==> src/rtl/vga_sync_receiver.sv <==
// Recovers pixel coordinates and line/frame timing from an incoming hs/vs/de stream,
// locking once LOCK_FRAMES consecutive frames match the configured raster.
module vga_sync_receiver #(
  parameter int H_TOTAL     = 800,
  parameter int V_TOTAL     = 525,
  parameter int H_ACTIVE    = 640,
  parameter int V_ACTIVE    = 480,
  parameter int LOCK_FRAMES = 2
) (
  input  logic       clk,
  input  logic       rst,
  input  logic       hs_in,
  input  logic       vs_in,
  input  logic       de_in,
  output logic [9:0] x,
  output logic [8:0] y,
  output logic       pixel_valid,
  output logic       locked,
  output logic       frame_start,
  output logic [9:0] line_len,
  output logic [9:0] frame_lines,
  output logic       timing_err,
  output logic [7:0] err_count
);

  localparam logic [9:0] H_TOT   = 10'(H_TOTAL);
  localparam logic [9:0] V_TOT   = 10'(V_TOTAL);
  localparam logic [9:0] H_ACT   = 10'(H_ACTIVE);
  localparam logic [8:0] V_ACT   = 9'(V_ACTIVE);
  localparam logic [7:0] LOCK_N  = 8'(LOCK_FRAMES);
  localparam logic [9:0] CNT_MAX = 10'h3FF;

  typedef enum logic [1:0] {SEARCH, VERIFY, LOCKED} state_t;

  function automatic logic [9:0] sat_inc10(input logic [9:0] v);
    return (v == CNT_MAX) ? v : v + 10'd1;
  endfunction

  function automatic logic [7:0] sat_inc8(input logic [7:0] v);
    return (v == 8'hFF) ? v : v + 8'd1;
  endfunction

  logic       s1_hs, s1_vs, s1_de;
  logic       s2_hs, s2_vs;
  logic       hs_fall, vs_fall;
  logic [9:0] h_cnt, v_cnt;
  logic       h_seen, v_seen;
  logic [9:0] line_meas, frame_meas;
  logic       line_bad, len_bad, watchdog;
  logic       frame_bad, frame_bad_now, frame_good;
  logic [9:0] x_cnt, x_base, x_pix;
  logic       x_ovf;
  logic [8:0] y_cnt, y_nx;
  logic       y_full, y_full_nx, y_ovf;
  logic       line_de;
  state_t     state;
  logic [7:0] good_cnt;

  // Stage s1/s2: input capture and edge history
  always_ff @(posedge clk) begin
    if (rst) begin
      s1_hs <= 1'b1;
      s1_vs <= 1'b1;
      s1_de <= 1'b0;
      s2_hs <= 1'b1;
      s2_vs <= 1'b1;
    end else begin
      s1_hs <= hs_in;
      s1_vs <= vs_in;
      s1_de <= de_in;
      s2_hs <= s1_hs;
      s2_vs <= s1_vs;
    end
  end

  assign hs_fall    = s2_hs & ~s1_hs;
  assign vs_fall    = s2_vs & ~s1_vs;
  assign line_meas  = sat_inc10(h_cnt);
  assign frame_meas = sat_inc10(v_cnt);
  // A line ending right as h_cnt saturates is a measurement, not a watchdog trip
  assign watchdog   = (h_cnt == CNT_MAX) & ~hs_fall;
  assign line_bad   = hs_fall & h_seen & (line_meas != H_TOT);
  assign len_bad    = vs_fall & v_seen & (frame_meas != V_TOT);

  assign x_base = hs_fall ? 10'd0 : x_cnt;
  assign x_ovf  = s1_de & (x_base == H_ACT);
  assign x_pix  = x_ovf ? H_ACT - 10'd1 : x_base;

  always_comb begin
    y_nx      = y_cnt;
    y_full_nx = y_full;
    if (vs_fall) begin
      y_nx      = '0;
      y_full_nx = 1'b0;
    end else if (hs_fall && line_de) begin
      if (y_cnt == V_ACT - 9'd1) y_full_nx = 1'b1;
      else                       y_nx      = y_cnt + 9'd1;
    end
  end

  assign y_ovf         = s1_de & y_full_nx;
  assign frame_bad_now = frame_bad | line_bad | x_ovf | y_ovf;
  assign frame_good    = v_seen & (frame_meas == V_TOT) & ~frame_bad_now;

  // Period measurement and raster position tracking
  always_ff @(posedge clk) begin
    if (rst) begin
      h_cnt       <= '0;
      v_cnt       <= '0;
      h_seen      <= 1'b0;
      v_seen      <= 1'b0;
      line_len    <= '0;
      frame_lines <= '0;
      frame_bad   <= 1'b0;
      x_cnt       <= '0;
      y_cnt       <= '0;
      y_full      <= 1'b0;
      line_de     <= 1'b0;
    end else begin
      h_cnt <= hs_fall ? 10'd0 : sat_inc10(h_cnt);
      if (hs_fall && h_seen) line_len <= line_meas;
      if (watchdog)     h_seen <= 1'b0;
      else if (hs_fall) h_seen <= 1'b1;

      if (vs_fall)      v_cnt <= '0;
      else if (hs_fall) v_cnt <= sat_inc10(v_cnt);
      if (vs_fall && v_seen) frame_lines <= frame_meas;
      if (watchdog)     v_seen <= 1'b0;
      else if (vs_fall) v_seen <= 1'b1;

      if (vs_fall)                           frame_bad <= 1'b0;
      else if (line_bad || x_ovf || y_ovf)   frame_bad <= 1'b1;

      if (x_ovf)        x_cnt <= H_ACT - 10'd1;
      else if (s1_de)   x_cnt <= x_base + 10'd1;
      else if (hs_fall) x_cnt <= '0;

      if (hs_fall)    line_de <= s1_de;
      else if (s1_de) line_de <= 1'b1;

      y_cnt  <= y_nx;
      y_full <= y_full_nx;
    end
  end

  // Lock FSM with error reporting
  always_ff @(posedge clk) begin
    if (rst) begin
      state      <= SEARCH;
      locked     <= 1'b0;
      good_cnt   <= '0;
      timing_err <= 1'b0;
      err_count  <= '0;
    end else begin
      timing_err <= 1'b0;
      if (watchdog) begin
        state    <= SEARCH;
        locked   <= 1'b0;
        good_cnt <= '0;
        if (state == LOCKED) begin
          timing_err <= 1'b1;
          err_count  <= sat_inc8(err_count);
        end
      end else begin
        if (state == LOCKED && (line_bad || len_bad)) begin
          timing_err <= 1'b1;
          err_count  <= sat_inc8(err_count);
        end
        if (vs_fall) begin
          case (state)
            SEARCH: begin
              state    <= VERIFY;
              locked   <= 1'b0;
              good_cnt <= '0;
            end
            VERIFY: begin
              if (frame_good) begin
                good_cnt <= good_cnt + 8'd1;
                if (good_cnt + 8'd1 >= LOCK_N) begin
                  state  <= LOCKED;
                  locked <= 1'b1;
                end
              end else begin
                good_cnt <= '0;
              end
            end
            LOCKED: begin
              if (!frame_good) begin
                state    <= VERIFY;
                locked   <= 1'b0;
                good_cnt <= '0;
              end
            end
            default: begin
              state  <= SEARCH;
              locked <= 1'b0;
            end
          endcase
        end
      end
    end
  end

  // Output stage: coordinates qualified by lock
  always_ff @(posedge clk) begin
    if (rst) begin
      pixel_valid <= 1'b0;
      frame_start <= 1'b0;
      x           <= '0;
      y           <= '0;
    end else begin
      pixel_valid <= s1_de & locked;
      frame_start <= vs_fall;
      if (s1_de && locked) begin
        x <= x_pix;
        y <= y_nx;
      end else begin
        x <= '0;
        y <= '0;
      end
    end
  end

endmodule

==> config.mk <==
export PLATFORM = sky130hd
export DESIGN_NAME = vga_sync_receiver
export DESIGN_NICKNAME = d
export VERILOG_FILES = /design/src/rtl/vga_sync_receiver.sv
export SDC_FILE = /design/constraint.sdc
export NUM_CORES = 1
export LEC_CHECK = 0
export BUFFER_PORTS_ARGS = -buffer_cell sky130_fd_sc_hd__buf_2
export CAP_MARGIN = 5
export CORE_MARGIN = 4
export CORE_UTILIZATION = 52
export DETAILED_ROUTE_END_ITERATION = 8
export PLACE_DENSITY = 0.83
export SLEW_MARGIN = 25
export SYNTH_ARGS = -nofsm -noshare
export SYNTH_HDL_FRONTEND = slang
export SYNTH_SLANG_ARGS = --single-unit
==> constraint.sdc <==
create_clock -name clk -period 6.25 [get_ports clk]
set_input_delay 1.25 -clock clk [delete_from_list [all_inputs] [get_ports clk]]
set_output_delay 1.25 -clock clk [all_outputs]
set_load 0.02 [all_outputs]
==> results.md <==
- Worst-Margin Slew: 932 ps
- Starting DRT DRC Count: 296
- Ranking of synthesized cells by area: dfxtp_1 44%, nor2_1 7.1%, a21oi_1 5.5%
- Largest net degree at the start of global routing: 53
- Final Cell Area: 5450 um^2
- ANT nets after route: 0
- Number of enable flip-flop cells after synthesis: 0
- Worst r2r path cells: 8
- Reg-to-Reg Start: h_cnt[1]
- Post-Synth Adder-Cell Area: under 10%
- Synth Area in Simple Gates: 28.0%
- Post-synthesis mux area share: between 3 and 4%
- Max Slew Vio Count: 0
- Hold Vio Cnt, Final: 0
- Root Driver: clkbuf_8
- Die Area: 11,100 um^2
- Sink Count: 109
- GRT overflow: 0
- Placed cell area: roughly 5200 um^2
- Pre-antenna DRT Iters: 6
- Top Ports: 56
- Leak: 2.07 nW
- RSZ-0062 raised after global routing: no
- Period Utilization, post-route: 47.5%
- Post-Syn Instances: slightly below 600
- Sequential area share after synthesis: between 40 and 50%
- Largest family of logic cells by synthesized area: simple AND/OR/NAND/NOR gates
- # rows: 35
- Worst setup startpoint: h_cnt[1]
- Initial Util: 53.2%
- CP Max Fanout: 12
- Reg power frac: 59.0%
- Post-synthesis xor/xnor area fraction: 4.27%
- Avg Synthesized Cell Area: 8.39 um^2
- Flops & latches, synth: 109
- Gate power share: around 4.6%
- Layout Skew: 21.7 ps
- First-pass GRT wire length: approximately 18,000 um
- IO Port Bufs: 55
- Synth async-reset ratio: 0%
- CP arrival: 3250 ps
- # diodes: 0
- P_sw: between 300 and 400 uW
- R2r setup slk: roughly 3300 ps
- Detailed Place HPWL: about 7400 um
- Netlist cell types: 60
- Routed len/inst: 14.1 um
- GRT busiest layer: met2
- CTS max path bufs: 2
- Chip height: approximately 110 um
- Cts hold-fix bufs: 0
- CP Capture Point: err_count[7]
- Maximum VDD drop: around 0.12 mV
- M2 GR Usage: between 30% and 40%
- Top cell type's share of synthesized area: 44.4%
- Final min period: between 2000 and 3000 ps
- CTS H-tree depth: 3
- Status: finished, final reports clean
- CP Launch Type: flop
- Fin Setup TNS: 0 ps
- Power per cell area: roughly 220 nW/um^2
- Final wirelength: 10,700 um
- CP Capture Type: flop
- Top_reg_cell synth: dfxtp_1
- Vias: between 4,000 and 5,000
- Syn Nets: 599
- Setup violators final: 0
- # fillers: 810
- Initial antenna violation count: 0
- Post-CTS setup buffers: 0
- Vias in the first global route: roughly 4,000
- Yosys top cell by area: dfxtp_1
- Final GP Congestion: 0.903
- Commonest non-fill, non-tap cell in the layout: dfxtp_1
- # nets final: 638
- Core area: around 9200 um^2
- Vias per cell: between 5 and 6
- Area Growth Syn to Fin: 10.9%
- Slew HR: between 30% and 40%
- P_int: ~880 uW
- Worst path required time: 6530 ps
- Most frequent cells in the layout: 109 x dfxtp_1, 93 x nor2_1, 56 x nand2_1
- Clk Latency, worst-skew pair: slightly below 400 ps
- Synth Cell Area: about 4900 um^2
- Total GRT Usage: about 20%
- Clock Pin Slew Worst Setup and Hold Paths: ~110 ps
- R2R Path End: err_count[7]
- Met3 Usage GRT: under 10%
- Die width: roughly 110 um
- TritonCTS Buffers: 9
- HP Class: flop to flop
- Ys Warns: 0
- DRC viols: 0
- Layout cell share with drive strength beyond 1: approximately 15%
- Max Cap Viol: 0
- Compound-Gate Fraction of Synth Area: between 10 and 15%
- Fmax: 337 MHz
- GRT met1 Usage: about a quarter
- CTS tree: yes
- CTS resizes: 0
- Clock power share: between 30% and 40%
- Setup Crit Path Kind: flop to flop
- Switching Fraction: 26.5%
-- registers in the layout, indices dropped and copies added (netlist names), 8 cells and up --
signal,flops
err_count,8
frame_lines,10
good_cnt,8
h_cnt,10
line_len,10
v_cnt,10
x,10
x_cnt,10
y,9
y_cnt,9
-- worst max-delay path, cell delays in order (launching register included) --
cell and delay (ps):
dfxtp_1 460, ha_1 430, nand3_1 170, o2111a_1 300, a2111oi_4 380, nand4_4 190, a21oi_2 490, nor3_1 130
mux2_4 320
-- synthesized netlist by cell type (all sizes together) (4+ instances only) --
library cell and count:
and4 6, xnor2 15, or2 9, inv 14, and2 8, nor3 22, or4 4, nand3 19
dfxtp 109, a21oi 56, clkbuf 21, buf 7, nor2b 9, nor2 93, xor2 9, and3 11
nand2 57, a211oi 4, mux2 5, o21ai 19, nand2b 9, a31oi 6, ha 8, o211ai 5
mux2i 10, nand4 15
-- cell families (layout without fill, tap and decap cells) --
group / count (synthesis) / count (layout)
AOI/OAI and AO/OA: 112 / 112
adders and majority gates: 8 / 8
muxes: 15 / 15
and+or+nand+nor: 276 / 276
xor gates and xnor gates: 24 / 24
buffers and inverters: 42 / 86
DFF: 109 / 109
-- per-layer routing --
metal / wire (um) / part of all wire [%]
met1: 4780 / 45
met2: 5160 / 48
met3: 604 / 5.6
met4: 166 / 1.5
met5: 0 / 0
-- per-stage QoR --
step                setup WS (ps)  util, %  hold WS [ps]  instances  total power, mW
global route                 3040     59.0           487        759             1.25
global placement             3190     56.7           439        743            0.776
floorplan                    3830        -           429        586            0.766
detailed placement           3060     56.7           445        743            0.779
CTS                          3280     59.0           461        759             1.21
finish                       3280     59.0           457        759             1.20
-- layout make-up --
class	instances	area (um^2)	share of cell area [%]
well taps	129	161	2.96
clock inverters	7	88.8	1.63
flip-flops and latches	109	2180	40.0
repair buffers	56	283	5.18
clock buffers	9	124	2.27
inverters	14	52.6	0.964
multi-input cells	435	2560	47.0
-- how the worst min path moves through the flow --
stage          slack [ps]           to   startpoint  cells past startpoint
6_report              460  line_len[2]  line_len[2]                      2
5_1_grt               490        s2_hs        s1_hs                      1
4_1_cts               460  line_len[4]  line_len[4]                      2
3_5_place_dp          440  line_len[4]  line_len[4]                      2
3_3_place_gp          440        s2_hs        s1_hs                      1
2_1_floorplan         430  frame_start        s2_vs                      2
-- power groups by stage --
stage / clock (mW) / sequential (mW) / combinational (mW)
after floorplan: 0 / 0.724 / 0.0420
after global placement: 0 / 0.725 / 0.0517
after detailed placement: 0 / 0.725 / 0.0543
after CTS: 0.446 / 0.709 / 0.0545
after global routing: 0.477 / 0.711 / 0.0608
final: 0.439 / 0.709 / 0.0549
Note: power is estimated with default switching activity, not from simulation.
